===== src/rtl/float_pkg.sv =====
// float_pkg: shared FP32 field positions and helpers for the result-pairing block.
// Contents:
//   FP32_W        - width of one FP32 word
//   FP32_EXP_MSB  - most significant bit of the exponent field
//   FP32_EXP_LSB  - least significant bit of the exponent field
//   FP32_EXP_ALL1 - exponent value that marks Inf/NaN
//   is_nan()      - true for an FP32 NaN (exponent all ones, mantissa non-zero)
package float_pkg;

  localparam int         FP32_W        = 32;
  localparam int         FP32_EXP_MSB  = 30;
  localparam int         FP32_EXP_LSB  = 23;
  localparam logic [7:0] FP32_EXP_ALL1 = 8'hFF;

  // Infinity has an all-ones exponent too, so the mantissa must be checked.
  function automatic logic is_nan(input logic [FP32_W-1:0] value);
    is_nan = (value[FP32_EXP_MSB:FP32_EXP_LSB] == FP32_EXP_ALL1) &&
             (value[FP32_EXP_LSB-1:0] != 23'd0);
  endfunction

endpackage


===== src/rtl/float_stream_fifo.sv =====
// float_stream_fifo: single-clock FIFO holding one channel's results.
// Parameters: DEPTH (power of two, >= 2), WIDTH (data bits).
// Ports:
//   clk, rst_n         - clock, synchronous active-low reset
//   push, push_data    - write request and data (ignored while full)
//   pop                - read request (ignored while empty)
//   head               - oldest entry, valid while not empty
//   full, empty        - occupancy status
module float_stream_fifo #(
  parameter int DEPTH = 4,
  parameter int WIDTH = 32
) (
  input  logic             clk,
  input  logic             rst_n,
  input  logic             push,
  input  logic [WIDTH-1:0] push_data,
  input  logic             pop,
  output logic [WIDTH-1:0] head,
  output logic             full,
  output logic             empty
);

  localparam int PW = $clog2(DEPTH);
  localparam int CW = PW + 1;

  logic [WIDTH-1:0] mem [DEPTH];
  logic [PW-1:0]    wr_ptr;
  logic [PW-1:0]    rd_ptr;
  logic [CW-1:0]    count;
  logic             do_push;
  logic             do_pop;

  assign full    = (count == CW'(DEPTH));
  assign empty   = (count == CW'(0));
  // A full FIFO refuses writes even when a pop frees a slot in the same cycle.
  assign do_push = push & ~full;
  assign do_pop  = pop & ~empty;
  assign head    = mem[rd_ptr];

  // Storage array; contents need no reset because the count gates visibility.
  always_ff @(posedge clk) begin
    if (do_push) begin
      mem[wr_ptr] <= push_data;
    end
  end

  // Pointers wrap naturally at DEPTH since DEPTH is a power of two.
  always_ff @(posedge clk) begin
    if (!rst_n) begin
      wr_ptr <= PW'(0);
      rd_ptr <= PW'(0);
      count  <= CW'(0);
    end else begin
      if (do_push) begin
        wr_ptr <= wr_ptr + PW'(1);
      end
      if (do_pop) begin
        rd_ptr <= rd_ptr + PW'(1);
      end
      case ({do_push, do_pop})
        2'b10:   count <= count + CW'(1);
        2'b01:   count <= count - CW'(1);
        default: count <= count;
      endcase
    end
  end

endmodule


===== src/rtl/float_result_pair.sv =====
// float_result_pair: joins two FP32 result streams into {r2, r1} pairs.
// Each channel is buffered in its own float_stream_fifo; a pair is offered
// whenever both FIFOs hold data and both heads are popped together.
// Optional feature: define FLOAT_PAIR_NAN_FLAG_EN to flag NaN heads on tuser.
// Ports:
//   clk, rst_n                         - clock, synchronous active-low reset
//   s_axis_r1_* / s_axis_r2_*          - channel result streams (valid/data/ready)
//   m_axis_pair_tvalid/tdata/tready    - paired output stream, tdata = {r2, r1}
//   m_axis_pair_tuser                  - NaN flag (0 when the feature is off)
//   pair_count                         - delivered pairs, wraps at 16 bits
//   skew_err                           - sticky: one FIFO full while the other empty
module float_result_pair
  import float_pkg::*;
#(
  parameter int DEPTH = 4
) (
  input  logic                  clk,
  input  logic                  rst_n,
  input  logic                  s_axis_r1_tvalid,
  input  logic [FP32_W-1:0]     s_axis_r1_tdata,
  output logic                  s_axis_r1_tready,
  input  logic                  s_axis_r2_tvalid,
  input  logic [FP32_W-1:0]     s_axis_r2_tdata,
  output logic                  s_axis_r2_tready,
  output logic                  m_axis_pair_tvalid,
  output logic [2*FP32_W-1:0]   m_axis_pair_tdata,
  input  logic                  m_axis_pair_tready,
  output logic                  m_axis_pair_tuser,
  output logic [15:0]           pair_count,
  output logic                  skew_err
);

  logic              push1;
  logic              push2;
  logic              pop;
  logic [FP32_W-1:0] head1;
  logic [FP32_W-1:0] head2;
  logic              full1;
  logic              full2;
  logic              empty1;
  logic              empty2;

  // Ready is forced low during reset so nothing is accepted into a clearing FIFO.
  assign s_axis_r1_tready   = rst_n & ~full1;
  assign s_axis_r2_tready   = rst_n & ~full2;
  assign push1              = s_axis_r1_tvalid & s_axis_r1_tready;
  assign push2              = s_axis_r2_tvalid & s_axis_r2_tready;
  assign m_axis_pair_tvalid = rst_n & ~empty1 & ~empty2;
  assign m_axis_pair_tdata  = {head2, head1};
  assign pop                = m_axis_pair_tvalid & m_axis_pair_tready;

`ifdef FLOAT_PAIR_NAN_FLAG_EN
  assign m_axis_pair_tuser  = m_axis_pair_tvalid & (is_nan(head1) | is_nan(head2));
`else
  assign m_axis_pair_tuser  = 1'b0;
`endif

  float_stream_fifo #(.DEPTH(DEPTH), .WIDTH(FP32_W)) u_fifo_r1 (
    .clk       (clk),
    .rst_n     (rst_n),
    .push      (push1),
    .push_data (s_axis_r1_tdata),
    .pop       (pop),
    .head      (head1),
    .full      (full1),
    .empty     (empty1)
  );

  float_stream_fifo #(.DEPTH(DEPTH), .WIDTH(FP32_W)) u_fifo_r2 (
    .clk       (clk),
    .rst_n     (rst_n),
    .push      (push2),
    .push_data (s_axis_r2_tdata),
    .pop       (pop),
    .head      (head2),
    .full      (full2),
    .empty     (empty2)
  );

  // Delivered-pair counter and sticky imbalance flag.
  always_ff @(posedge clk) begin
    if (!rst_n) begin
      pair_count <= 16'd0;
      skew_err   <= 1'b0;
    end else begin
      if (pop) begin
        pair_count <= pair_count + 16'd1;
      end
      if ((full1 & empty2) | (full2 & empty1)) begin
        skew_err <= 1'b1;
      end
    end
  end

endmodule

===== config.mk =====
export PLATFORM = sky130hd
export DESIGN_NAME = float_result_pair
export DESIGN_NICKNAME = d
export VERILOG_FILES = /design/src/rtl/float_pkg.sv /design/src/rtl/float_stream_fifo.sv /design/src/rtl/float_result_pair.sv
export SDC_FILE = /design/constraint.sdc
export NUM_CORES = 1
export LEC_CHECK = 0
export ABC_AREA = 0
export CORE_ASPECT_RATIO = 0.7
export CORE_MARGIN = 8
export CORE_UTILIZATION = 51
export CTS_BUF_LIST = sky130_fd_sc_hd__clkbuf_2 sky130_fd_sc_hd__clkbuf_4 sky130_fd_sc_hd__clkbuf_8
export DETAILED_ROUTE_END_ITERATION = 6
export MAX_ROUTING_LAYER = met4
export PLACE_DENSITY_LB_ADDON = 0.05
export SYNTH_ARGS = -nofsm -noshare
export SYNTH_HDL_FRONTEND = slang
export SYNTH_SLANG_ARGS = --single-unit

===== constraint.sdc =====
create_clock -name clk -period 2.56 [get_ports clk]
set_input_delay 0.512 -clock clk [delete_from_list [all_inputs] [get_ports clk]]
set_output_delay 0.512 -clock clk [all_outputs]
set_load 0.01 [all_outputs]

### Word level (Yosys, flattened, before mapping)

Memories as Yosys holds them, arrays and structs flattened. A register that Yosys moved wholly into a read port is not among the register bits.
Cells that the tools add are included.

* add/sub/neg operators: 9
* eq/ne operators: 6
* multiplexer cells: 10
* bitwise logic cells: 18
* reduce and logical (&&, ||, !) cells: 4

Operators with widths (number)
* $add A16 B1 Y16 const B: 1
* $and A1 B1 Y1: 13
* $pmux W3 S2: 2
* $add A2 B1 Y2 const B: 4
* $mux W2: 4
* $add A3 B1 Y3 const B: 2
* $eq A3 B3 Y1 const B: 2
* $logic_not A3 Y1: 2
* $sub A3 B1 Y3 const B: 2
* $eq A2 B1 Y1 const B: 2
* $eq A2 B2 Y1 const B: 2
* $mux W1: 4
* $not A1 Y1: 4
* $reduce_bool A2 Y1: 2
* $or A1 B1 Y1: 1

* register bits: 31
* memory bits (writable): 256
* input bits: 69
* output and inout port bits: 85
* logic and storage cells: 57
* memories: 2

Memory list
* u_fifo_r1.mem: depth 4, width 32, rd ports 1, clocked after memory_dff 1, wr ports 1, line float_stream_fifo.sv:26 `logic [WIDTH-1:0] mem [DEPTH];`
* u_fifo_r2.mem: depth 4, width 32, rd ports 1, clocked after memory_dff 1, wr ports 1, line float_stream_fifo.sv:26

### Logic depth before layout (Yosys ltp)

* depth after elaboration: 8
* gate-level depth with buffers: 11

### By module

Synthesis repeated with hierarchy kept, for this count alone.

* cell total of the unflattened synthesis: 535
* area, all modules: 11121.9 um^2

By module, submodules not included
* float_stream_fifo: times used 2, cells an instance 221, area an instance 5144.9 um^2
* float_result_pair: times used 1, cells an instance 93, area an instance 832.0 um^2

### Worst setup path before layout

No wires, ideal clock.

* path kind: input to register
* start: in m_axis_pair_tready
* end: reg u_fifo_r2.count[2]
* library setup time: 0.070 ns
* arrival time: 2.375 ns
* required time: 2.490 ns
* slack: 0.115 ns
* stages on the path: 11
* buffers on the path: 2
* cell sequence: nand2_1 > or3_4 > buf_6 > buf_2 > inv_1 > ha_1 > inv_1 > fa_1 > xor2_1 > or3_1 > a21oi_1

* cells in the longest elaborated chain, start to end: 4
* elaborated cells between the ends (all ways): 6

RTL lines
* from (decl): line float_result_pair.sv:27 `input logic m_axis_pair_tready,`
* $and A1 B1 Y1 (*): line float_result_pair.sv:50 `assign pop = m_axis_pair_tvalid & m_axis_pair_tready;`
* $and A1 B1 Y1 (*): line float_stream_fifo.sv:37 `assign do_pop = pop & ~empty;`
* net u_fifo_r2.do_pop: line float_stream_fifo.sv:31 `logic do_pop;`
* $eq A2 B1 Y1 / $eq A2 B2 Y1 (equally long branches): line float_stream_fifo.sv:60 `case ({do_push, do_pop})`
* $pmux W3 S2 / $reduce_bool A2 Y1 (equally long branches)
* to (signal assigned): line float_stream_fifo.sv:61 `2'b10: count <= count + CW'(1);`
* to (signal assigned): line float_stream_fifo.sv:62 `2'b01: count <= count - CW'(1);`
* to (signal assigned): line float_stream_fifo.sv:63 `default: count <= count;`
* to (decl): line float_stream_fifo.sv:29 `logic [CW-1:0] count;`

The timed path passes the listed nets; every way through them passes the cells marked *.
A chain may end at the register's enable or synchronous reset.

==> out/metrics.csv <==
stage,metric,value,unit
status,status,completed,
placed_design,place_hpwl,13400,um
critical_path,r2r-start,u_fifo_r1.count[2]$_SDFFE_PN0P_,
synthesis,syn_nets,613,
sta,maxClockFrequency,401,MHz
floorplan,io_pins,154,
synthesis,synth_top_area_cell,edfxtp_1,
layout,mostFrequentLayoutCells,"256 x edfxtp_1, 87 x clkdlybuf4s50_1, 64 x mux4_2",
power,power.total,0.00939,W
critical_path,cp-start-kind,flip-flop,
worst_hold_path,whs_path_depth,1,
drt,antenna_left,0,
worst_hold_path,hold_path.class,reg -> reg,
synthesis,yosysWarningCount,0,
synthesis,ys_ff_latch,291,
critical_path,path_max_fanout,8,
drt,dr_total_vias,5690,
critical_path,reg2reg_to,u_fifo_r1.count[2]$_SDFFE_PN0P_,
layout,drive_gt1_share,25.7,%
layout,final_cells,1065,
floorplan,die_w,191,um
global_routing,grt_max_degree,33,
critical_path,r2r_setup_slack,260,ps
placed_design,place.gp.congestion,0.828,
sta,fin_skew,21.3,ps
global_routing,grt_first_pass_wirelength,33800,um
sta,finalSetupTns,0,ps
drt,drt_iter0_markers,317,
global_routing,grt_pass1_vias,6015,
power,leakage,4.72,nW
layout,area_growth,28.7,%
critical_path,ff2ff_path_depth,9,
global_routing,overflow,0,
floorplan,coreArea,20900,um^2
run,drv_cap,0,
cts,numCtsBuffers,43,
synthesis,synth_fa_ha_area_share,1.63,%
placed_design,placedCellCount,968,
floorplan,initial_core_util,52.4,%
synthesis,synth.yosys.seq_area_share,76.8,%
critical_path,cp-end-kind,primary output,
sta,setup_ws,64.0,ps
cts,cts_tree,built,
floorplan,fp-row-count,44,
layout,final_core_util,67.4,%
cts,cts_root_buf,clkbuf_8,
drt,wirelength,21600,um
sta,rsz0062_at_grt,true,
cts,cts.clk_slew.worst_paths,60,ps
synthesis,avgSynthCellArea,20.6,um^2
cts,cts_buffer_depth,3,
power,power.density,668,nW/um^2
critical_path,critPathArrivalTime,1980,ps
floorplan,die-area,26400,um^2
layout,diodes,0,
synthesis,syn_area,10900,um^2
cts,hold_buffers,0,
placed_design,pre_cts_ws,-205,ps
synthesis,ys_types,40,
drt,viasPerCell,5.34,
synthesis,yosys.area_share.simple,3.61,%
worst_hold_path,worstHoldStart,u_fifo_r1.rd_ptr[1]$_SDFFE_PN0P_,
sta,post-route-period-util,97.5,%
sta,min_period,2500,ps
synthesis,synthTopCellsByArea,"edfxtp_1 70%, mux4_2 13%, dfxtp_1 6.4%",
global_routing,antenna_found_initial,0,
cts,clkLatencyLatePin,530,ps
critical_path,worstSetupPathType,reg -> out,
cts,ctsHtreeMaxLevel,2,
drt,drc,0,
synthesis,synth_cells,531,
layout,finalNetCount,838,
sta,hold_violations,0,
synthesis,synthArstFlopShare,0,%
drt,wire_per_inst,20.3,um
synthesis,synth.area.mux_share,13.8,%
power,ir_drop,0.000430,V
sta,drv_slew,0,
placed_design,portBuffers,152,
sta,setup_viol,0,
synthesis,synth_edf_count,256,
layout,final_common_cell,edfxtp_1,
global_routing,grtUsageTotal,16.8,%
cts,cts_sinks,291,
synthesis,synth_compound_area_share,1.76,%
synthesis,synth_top_flop_cell,edfxtp_1,
synthesis,synth_top_cell_area_share,70.4,%
floorplan,die_y,138,um
drt,dr.pass1.iters,5,
critical_path,critPathRequiredTime,2050,ps
worst_hold_path,min_to,u_fifo_r1.rd_ptr[1]$_SDFFE_PN0P_,
synthesis,synth_xor_area_share,0.882,%
synthesis,synth_top_family_by_area,multiplexers,
## per-layer routing
| metal | track usage, % | wire (um) |
|---|---|---|
| met5 | - | 0 |
| met3 | 3.37 | 1220 |
| met4 | 4.64 | 257 |
| met1 | 23.7 | 10100 |
| met2 | 24.6 | 10100 |
## Yosys cell counts (all sizes together), types with 4 or more instances
cell type,n
dfxtp,35
or4,4
nor2,17
mux2i,7
inv,17
and3,5
clkbuf,8
nand3,4
xnor2,6
buf,13
xor2,5
or3,4
o31ai,6
edfxtp,256
a21oi,12
and2,8
mux4,64
ha,11
nand2,20
## registers in the layout, summed over array words and instances, names as in the netlist, named ones only
name              count
u_fifo_r2.rd_ptr      2
u_fifo_r2.wr_ptr      2
u_fifo_r1.mem       128
pair_count           16
skew_err              1
u_fifo_r1.rd_ptr      2
u_fifo_r1.wr_ptr      2
u_fifo_r2.mem       128
u_fifo_r1.count       3
u_fifo_r2.count       3
## how the worst max path moves through the flow
stage	start	to	slack (ps)	depth (start not counted)
after global placement	rst_n	u_fifo_r2.count[2]$_SDFFE_PN0P_	-140	10
after floorplan	m_axis_pair_tready	u_fifo_r2.count[2]$_SDFFE_PN0P_	120	11
after detailed placement	rst_n	u_fifo_r1.count[2]$_SDFFE_PN0P_	-210	10
final	flip-flop	m_axis_pair_tdata[53]	60	3
after global routing	flip-flop	m_axis_pair_tdata[5]	-8	3
after CTS	flip-flop	m_axis_pair_tdata[27]	-50	3
## stage by stage
| step | area, um^2 | hold slack, ps |
|---|---|---|
| floorplan | 10900 | 427 |
| global placement | 13100 | 445 |
| detailed placement | 13100 | 448 |
| CTS | 14100 | 457 |
| global route | 14100 | 495 |
| finish | 14100 | 452 |
## cells by family after synthesis
logic type | after synthesis
buffers and inverters | 38
other | 1
AOI/OAI and AO/OA | 30
and+or+nand+nor | 76
DFF | 291
muxes | 71
adders and majority gates | 13
xor gates and xnor gates | 11
## repair_timing
| item | in CTS | in global routing |
|---|---|---|
| setup buffers | 14 | 2 |
| setup endpoints to repair | 65 | 22 |
| gates resized for setup | 96 | 23 |
| cloned | 3 | 0 |
## power breakdown
part           switching [W]  leakage, nW  internal [W]
clock                0.00165        0.427       0.00181
sequential         0.0000377         2.61       0.00529
combinational       0.000288         1.68      0.000318
total                0.00197         4.72       0.00742
## cell type report
type                            count  area, um^2
Tap cell                          276         345
Sequential cell                   291        8400
Timing Repair Buffer              201        2080
Clock buffer                       58         711
Fill cell                        1403        6810
Multi-Input combinational cell    202        2380
Inverter                           17        63.8
Clock inverter                     20        87.6
## critical path, cell delays in order, from the launching register on
cell	delay (ps)
dfxtp_4	380
bufbuf_16	300
mux4_2	520
clkdlybuf4s15_1	250
Note: power is estimated with default switching activity, not from simulation.
